File: config.mk
export PLATFORM = sky130hd
export DESIGN_NAME = uart_tx_sched
export DESIGN_NICKNAME = d
export VERILOG_FILES = /design/src/rtl/uart_pkg.sv /design/src/rtl/rr_arbiter.sv /design/src/rtl/uart_tx_sched.sv
export SDC_FILE = /design/constraint.sdc
export NUM_CORES = 1
export LEC_CHECK = 0
export ABC_AREA = 1
export ABC_CLOCK_PERIOD_IN_PS = 3590
export CAP_MARGIN = 0
export CORE_ASPECT_RATIO = 0.8
export CORE_MARGIN = 5
export CORE_UTILIZATION = 54
export DETAILED_ROUTE_END_ITERATION = 7
export GPL_ROUTABILITY_DRIVEN = 0
export PLACE_DENSITY = 0.9
export SYNTH_ARGS = -nofsm -noshare
export SYNTH_HDL_FRONTEND = slang
export SYNTH_HIERARCHICAL = 1
export SYNTH_SLANG_ARGS = --single-unit
export TNS_END_PERCENT = 50
File: constraint.sdc
create_clock -name FPGA_CLK1_50 -period 3.59 [get_ports FPGA_CLK1_50]
set_input_delay 0.718 -clock FPGA_CLK1_50 [delete_from_list [all_inputs] [get_ports FPGA_CLK1_50]]
set_output_delay 0.718 -clock FPGA_CLK1_50 [all_outputs]
set_load 0.02 [all_outputs]
File: src/rtl/uart_pkg.sv
// Shared types and defaults for the UART transmit path.
// Bit timing constants (clock frequency, baud rate) belong to the tick generator.
package uart_pkg;

    typedef enum logic [1:0] {IDLE, START, DATA, STOP} uart_tx_state_t;

    localparam int DEFAULT_DATA_BITS = 8;
    localparam int DEFAULT_STOP_BITS = 1;

endpackage

File: src/rtl/rr_arbiter.sv
// Combinational round-robin picker: grants the first requester at or above ptr,
// wrapping around. The pointer register is owned by the parent.
module rr_arbiter #(
    parameter int NUM_REQ = 2
) (
    input  logic [NUM_REQ-1:0]         req,
    input  logic [$clog2(NUM_REQ)-1:0] ptr,
    input  logic                       en,
    output logic [NUM_REQ-1:0]         grant,
    output logic [$clog2(NUM_REQ)-1:0] idx
);

    localparam int IDX_W = $clog2(NUM_REQ);
    localparam int SUM_W = IDX_W + 1;

    logic [IDX_W-1:0]   cand_idx [NUM_REQ];
    logic [NUM_REQ-1:0] hit;

    // Candidate gi is the requester gi positions after ptr, reduced modulo NUM_REQ.
    for (genvar gi = 0; gi < NUM_REQ; gi++) begin : g_cand
        logic [SUM_W-1:0] sum;
        assign sum           = {1'b0, ptr} + SUM_W'(gi);
        assign cand_idx[gi]  = (sum >= SUM_W'(NUM_REQ)) ? IDX_W'(sum - SUM_W'(NUM_REQ))
                                                        : sum[IDX_W-1:0];
        assign hit[gi]       = req[cand_idx[gi]];
    end

    // Walk from the farthest candidate down so the nearest one wins.
    always_comb begin
        grant = '0;
        idx   = '0;
        for (int i = NUM_REQ - 1; i >= 0; i--) begin
            if (en && hit[i]) begin
                grant              = '0;
                grant[cand_idx[i]] = 1'b1;
                idx                = cand_idx[i];
            end
        end
    end

endmodule

File: src/rtl/uart_tx_sched.sv
// Round-robin scheduler sharing one 8N1 transmit line between NUM_REQ byte sources,
// with bit timing taken from an external baud tick generator that it enables.
module uart_tx_sched
    import uart_pkg::*;
#(
    parameter int NUM_REQ   = 2,
    parameter int DATA_BITS = DEFAULT_DATA_BITS,
    parameter int STOP_BITS = DEFAULT_STOP_BITS
) (
    input  logic                           FPGA_CLK1_50,
    input  logic                           reset,
    input  logic [NUM_REQ-1:0]             req_valid,
    input  logic [NUM_REQ*DATA_BITS-1:0]   req_data,
    output logic [NUM_REQ-1:0]             req_ready,
    output logic                           baud_en,
    input  logic                           baud_tick,
    output logic                           txd,
    output logic                           busy,
    output logic [$clog2(NUM_REQ)-1:0]     grant_id
);

    localparam int IDX_W = $clog2(NUM_REQ);
    localparam int CNT_W = $clog2(DATA_BITS + 1);

    uart_tx_state_t       state_q, state_d;
    logic [DATA_BITS-1:0] shift_q, shift_d;
    logic [CNT_W-1:0]     bit_cnt_q, bit_cnt_d;
    logic [CNT_W-1:0]     stop_cnt_q, stop_cnt_d;
    logic [IDX_W-1:0]     rr_ptr_q, rr_ptr_d;
    logic [IDX_W-1:0]     grant_id_q, grant_id_d;

    logic [NUM_REQ-1:0]   arb_grant;
    logic [IDX_W-1:0]     arb_idx;

    rr_arbiter #(
        .NUM_REQ (NUM_REQ)
    ) u_arb (
        .req   (req_valid),
        .ptr   (rr_ptr_q),
        .en    (state_q == IDLE),
        .grant (arb_grant),
        .idx   (arb_idx)
    );

    always_ff @(posedge FPGA_CLK1_50) begin
        if (reset) begin
            state_q    <= IDLE;
            shift_q    <= '0;
            bit_cnt_q  <= '0;
            stop_cnt_q <= '0;
            rr_ptr_q   <= '0;
            grant_id_q <= '0;
        end else begin
            state_q    <= state_d;
            shift_q    <= shift_d;
            bit_cnt_q  <= bit_cnt_d;
            stop_cnt_q <= stop_cnt_d;
            rr_ptr_q   <= rr_ptr_d;
            grant_id_q <= grant_id_d;
        end
    end

    // Ticks only matter outside IDLE, where baud_en is always high.
    always_comb begin
        state_d    = state_q;
        shift_d    = shift_q;
        bit_cnt_d  = bit_cnt_q;
        stop_cnt_d = stop_cnt_q;
        rr_ptr_d   = rr_ptr_q;
        grant_id_d = grant_id_q;
        unique case (state_q)
            IDLE: begin
                if (|arb_grant) begin
                    state_d    = START;
                    shift_d    = req_data[int'(arb_idx) * DATA_BITS +: DATA_BITS];
                    grant_id_d = arb_idx;
                    rr_ptr_d   = (int'(arb_idx) == NUM_REQ - 1) ? '0 : arb_idx + 1'b1;
                end
            end
            START: begin
                if (baud_tick) begin
                    state_d   = DATA;
                    bit_cnt_d = '0;
                end
            end
            DATA: begin
                if (baud_tick) begin
                    shift_d = shift_q >> 1;
                    if (bit_cnt_q == CNT_W'(DATA_BITS - 1)) begin
                        state_d    = STOP;
                        stop_cnt_d = '0;
                    end else begin
                        bit_cnt_d = bit_cnt_q + 1'b1;
                    end
                end
            end
            STOP: begin
                if (baud_tick) begin
                    if (stop_cnt_q == CNT_W'(STOP_BITS - 1)) begin
                        state_d = IDLE;
                    end else begin
                        stop_cnt_d = stop_cnt_q + 1'b1;
                    end
                end
            end
            default: state_d = IDLE;
        endcase
    end

    // Dropping baud_en in IDLE re-phases the tick generator for the next frame.
    always_comb begin
        txd       = 1'b1;
        baud_en   = 1'b0;
        busy      = 1'b0;
        req_ready = '0;
        unique case (state_q)
            IDLE:  req_ready = arb_grant;
            START: begin
                txd     = 1'b0;
                baud_en = 1'b1;
                busy    = 1'b1;
            end
            DATA: begin
                txd     = shift_q[0];
                baud_en = 1'b1;
                busy    = 1'b1;
            end
            STOP: begin
                baud_en = 1'b1;
                busy    = 1'b1;
            end
            default: ;
        endcase
    end

    assign grant_id = grant_id_q;

endmodule
==> reports/qor.yml, run 1 <==
outcome: "finished clean"
port_buffers: 26
cp_top_family: "buffers and inverters"
boundaryPins: 27
path_cells: "inv_1 -> ha_1 -> inv_2 -> nand2_2 -> o21a_1 -> clkdlybuf4s50_1"
synth_warnings: 6
die_height_um: 54.3
cts_tree: "yes"
combPwrFrac_pct: 55.2
syn-num-nets: 240
dp_slack_ns: 0.643
drc: 0
rows: 16
period_share_pct: 82.6
multiInputGateArea_um2: 772
seqPwrFrac_pct: 28.3
dpl.hpwl_um: 2130
die_area_um2: 3550
firstDrtPassIters: 4
endpoint_kind: "output pin"
numCtsBuffers: 3
clock_path_buffers: 2
vdd_drop_max_mv: 0.503
internal_power_mw: 0.645
overflow: 0
crit_type: "flop to output pin"
cts_resized: 0
max_freq_mhz: 337
drv_slew: 0
final_cells: 262
cp_max_fo: 20
h-tree-depth: 1
grt_antenna_before_repair: 0
core_um2: 2400
critPathLaunchType: "flop"
fillers: 212
drive_above_1_share_pct: 7.23
netlist_area_um2: 1320
clock_latency_ns: 0.32
path_buf_inv: 3
area_growth_pct: 22.1
setup_tns_ns: 0
clk_pin_slew_worst_paths_ns: 0.11
rsz0062_at_grt: "false"
hp-class: "flop to flop"
p_clk_share_pct: 16.5
grt_usage_pct: 18.2
leakagePower_nw: 0.778
avgSynthCellArea_um2: 6.27
clkSinkCount: 20
nets: 265
grt_pass1_vias: 1155
antennaDiodeCount: 0
worst-slew-pin-transition_ns: 0.443
post_cts_buffers: 0
worst_slack_ns: 0.625
finalHoldViolCount: 0
dpl.cell_count: 258
switching_power_mw: 0.514
cp_slowest_cell: "clkdlybuf4s50_1"
vias: 1320
final-setup-viol-count: 0
reg2reg_slack_ns: 1.67
root_buffer: "clkbuf_4"
grt_max_degree: 21
drv_cap: 0
grt_pass1_wl_um: 4880
ys_ff_latch: 20
p_per_area_nw_per_um2: 717
cts_hold_buf: 0
die_x_um: 65.4
synthCells: 211
critPathArrivalTime_ns: 2.25
ant_nets: 0
avgViaCountPerCell: 5.04
post_drt_wl_per_cell_um: 11.1
drtIter0Drc: 22
fin_crit_ns: 2.96
crit_required_ns: 2.87
ys_types: 19
relSlewSlack_pct: 70.5
max_stage_delay_ns: 0.61
p_sw_share_pct: 44.3
ff_latch_area_um2: 400
yosysSeqAreaShare_pct: 30.2
wl_um: 2920
fin_skew_ns: 0.00860
start_util_pct: 55.1
-- cell usage in the layout (no fill, tap or decap), drive strengths merged --
cell type	count
nor2	50
dfxtp	20
a31oi	7
nand2	60
clkbuf	3
ha	8
o21ai	11
clkdlybuf4s50	26
a21oi	11
bufinv	1
o21a	1
buf	1
clkinv	1
nand3	12
inv	23
-- logic make-up (layout without fill, tap and decap cells) --
family          Yosys count  after routing  synth area share [%]
compound gates           30             30                  12.2
simple gates            122            122                  38.6
flops                    20             20                  30.2
fa+ha+maj                 8              8                  7.56
buf+inv                  31             55                  11.4
-- power groups by stage --
stage,clock network (mW),logic (mW),registers [mW]
final,0.191,0.640,0.328
after global routing,0.204,0.723,0.337
after CTS,0.195,0.643,0.327
after detailed placement,0,0.635,0.332
after global placement,0,0.622,0.331
after floorplan,0,0.504,0.324
-- cells in the mapped netlist --
cell / instances / share of area (%)
a31oi_1: 7 / 3.3
o21a_1: 1 / 0.57
nand3_1: 12 / 4.5
ha_1: 8 / 7.6
nand2_4: 2 / 1.7
inv_2: 3 / 0.85
nand2_2: 5 / 2.4
nor2_4: 1 / 0.85
o21ai_0: 11 / 4.2
nand2_1: 53 / 15
buf_6: 3 / 2.6
clkinv_1: 1 / 0.28
nor2_2: 1 / 0.47
buf_4: 3 / 1.7
inv_1: 20 / 5.7
nor2_1: 48 / 14
dfxtp_1: 20 / 30
a21oi_1: 11 / 4.2
buf_2: 1 / 0.38
-- flip-flops by register name, indices dropped and copies added, names as in the netlist --
register,cells
shift_q,8
rr_ptr_q,1
bit_cnt_q,4
state_q,2
stop_cnt_q,4
grant_id,1
-- final cells by class --
cell class	instances	area share [%]
Multi-Input combinational cell	160	47.8
Sequential cell	20	24.8
Timing Repair Buffer	27	16.6
Inverter	24	5.57
Tap cell	27	2.09
Clock inverter	1	1.86
Clock buffer	3	1.39
-- worst reg2reg max path: cells and delay by family, from the launching register on --
family	cells	cell delay [ns]
AO/OA/AOI/OAI	2	0.27
adder cells (fa/ha/maj)	1	0.30
buffers and inverters	3	0.45
flip-flops	1	0.35
AND/OR/NAND/NOR	5	0.48
-- metal layers --
metal  vias to the layer above  part of all wire, %  GRT usage [%]
met5                         -                    0              0
met4                         0                  2.2           7.59
met3                         6                  5.8           5.13
met2                        28                   45           32.8
met1                       582                   47           20.5
li1                        704                    -              -
-- path summary, 6_finish.rpt --
kind / cells past startpoint / start / end
worst max register to register: 11 / state_q[0] / shift_q[7]
worst max-delay path: 6 / state_q[0] / txd
worst min register to register: 2 / shift_q[7] / shift_q[7]
worst min-delay path: 2 / shift_q[7] / shift_q[7]
-- per-stage QoR --
stage	hold WS [ns]	utilization, %	cell area (um^2)	total power [mW]
after global placement	0.455	65.1	1560	0.953
after floorplan	0.439	-	1320	0.828
after global routing	0.499	67.3	1620	1.26
after CTS	0.477	67.3	1620	1.16
after detailed placement	0.460	65.1	1560	0.967
final	0.479	67.3	1620	1.16
No activity file was read; power rests on OpenSTA's default activity.
==> run 2: changes to the inputs <==
--- a/config.mk
+++ b/config.mk
@@ -6,14 +6,14 @@
 export NUM_CORES = 1
 export LEC_CHECK = 0
 export ABC_AREA = 1
-export ABC_CLOCK_PERIOD_IN_PS = 3590
+export ABC_CLOCK_PERIOD_IN_PS = 2550
 export CAP_MARGIN = 0
 export CORE_ASPECT_RATIO = 0.8
 export CORE_MARGIN = 5
-export CORE_UTILIZATION = 54
+export CORE_UTILIZATION = 46
 export DETAILED_ROUTE_END_ITERATION = 7
 export GPL_ROUTABILITY_DRIVEN = 0
-export PLACE_DENSITY = 0.9
+export PLACE_DENSITY = 0.83
 export SYNTH_ARGS = -nofsm -noshare
 export SYNTH_HDL_FRONTEND = slang
 export SYNTH_HIERARCHICAL = 1
==> constraint.sdc (replaced) <==
create_clock -name FPGA_CLK1_50 -period 2.55 [get_ports FPGA_CLK1_50]
set_input_delay 0.51 -clock FPGA_CLK1_50 [delete_from_list [all_inputs] [get_ports FPGA_CLK1_50]]
set_output_delay 0.51 -clock FPGA_CLK1_50 [all_outputs]
set_load 0.02 [all_outputs]
==> run 2 against run 1 <==
Clock power rose by 40%. Sequential power rose by 41%. Flip-flop and latch count did not move. Cell count rose by 4.6%. Largest cell class unchanged.
==> reports/qor.yml, run 2 (same netlist as run 1, synthesis figures left out) <==
outcome: "finished clean"
top_layer_used: "met4"
max_freq_mhz: 445
clkSinkCount: 20
grt_usage_pct: 13.2
seqPwrFrac_pct: 28.2
post_drt_wl_per_cell_um: 10.0
ant_nets: 0
fin_skew_ns: 0.0205
clock_path_buffers: 2
overflow: 0
crit_required_ns: 2.04
clock_latency_ns: 0.32
p_per_area_nw_per_um2: 990
critPathArrivalTime_ns: 1.74
p_sw_share_pct: 44.0
final-setup-viol-count: 0
rows: 17
leakagePower_nw: 0.819
drtIter0Drc: 71
rsz0062_at_grt: "false"
vias: 1297
critPathLaunchType: "flop"
relSlewSlack_pct: 70.1
regMostFlops: "shift_q"
dr_wl_met2_um: 1230
layout_common_cells: "nand2_1 (53), nor2_1 (48), clkdlybuf4s50_1 (23)"
internal_power_mw: 0.920
drt-met1-wl_um: 1380
h-tree-depth: 1
met3WireLength_um: 117
nets: 266
grt_max_degree: 17
start_util_pct: 47.9
grt_antenna_before_repair: 0
port_buffers: 26
avgViaCountPerCell: 4.73
period_share_pct: 88.2
firstDrtPassIters: 4
boundaryPins: 27
die_area_um2: 4060
drv_slew: 0
p_clk_share_pct: 16.3
largest_register_ffs: 8
core_um2: 2770
grt_pass1_wl_um: 4550
clk_pin_slew_worst_paths_ns: 0.14
worst-slew-pin-transition_ns: 0.448
dpl.hpwl_um: 2110
vdd_drop_max_mv: 0.561
root_buffer: "clkbuf_4"
grt_pass1_vias: 1116
antennaDiodeCount: 0
switching_power_mw: 0.724
top_regs: "shift_q: 8 flops, bit_cnt_q: 4 flops, stop_cnt_q: 4 flops"
drv_cap: 0
drive_above_1_share_pct: 8.47
drc: 0
combPwrFrac_pct: 55.5
total_power_mw: 1.64
whs_ns: 0.486
endpoint_kind: "output pin"
final_common_cell: "nand2_1"
die_height_um: 58.0
area_growth_pct: 25.4
cts_tree: "yes"
cp_max_fo: 4
fin_crit_ns: 2.25
wl_um: 2750
finalHoldViolCount: 0
numCtsBuffers: 3
die_x_um: 70.0
post_cts_buffers: 0
crit_type: "flop to output pin"
hp-class: "flop to flop"
## run 2: routing by layer
metal / up-vias / track usage, %
li1: 707 / -
met1: 565 / 16.8
met2: 21 / 23.0
met3: 4 / 3.99
met4: 0 / 1.64
met5: - / 0
## run 2: area by class of cell
cell class	count	area, um^2
repair buffers	28	283
multi-input cells	160	787
clock buffers	3	22.5
flip-flops and latches	20	400
well taps	38	47.5
fillers	276	1100
clock inverters	1	30.0
inverters	24	90.1
## run 2: path summary, 6_finish.rpt
kind / startpoint / to / slack (ns) / cells past startpoint
min: bit_cnt_q[2] / bit_cnt_q[2] / 0.49 / 2
min reg2reg: bit_cnt_q[2] / bit_cnt_q[2] / 0.49 / 2
max: state_q[0] / baud_en / 0.30 / 4
max reg2reg: state_q[0] / shift_q[4] / 0.57 / 11
## run 2: power groups by stage
stage               clock, mW  combinational [mW]  sequential, mW
floorplan                   0               0.709           0.457
global placement            0               0.884           0.466
detailed placement          0               0.898           0.467
CTS                     0.269               0.909           0.460
global route            0.279                1.03           0.474
finish                  0.268               0.912           0.464
## run 2: what timing repair did
action,CTS,global route
endpoints found under the setup margin,3,3
resized for setup,2,4
hold buffers,0,0
## run 2: worst max-delay path, stage by stage, from the launching register on
cell and delay, ns:
dfxtp_1 0.41, inv_1 0.12, ha_1 0.23, inv_1 0.07
clkdlybuf4s50_1 0.59
## run 2: stage by stage
step	utilization (%)	worst slack (ns)	setup TNS, ns	std cells	instance area, um^2
finish	60.0	0.302	0	274	1660
detailed placement	57.3	0.0603	0	270	1590
global route	60.0	0.166	0	274	1660
CTS	59.4	-0.00397	-0.00715	274	1640
global placement	57.3	0.0996	0	270	1590
floorplan	-	0.779	0	211	1320
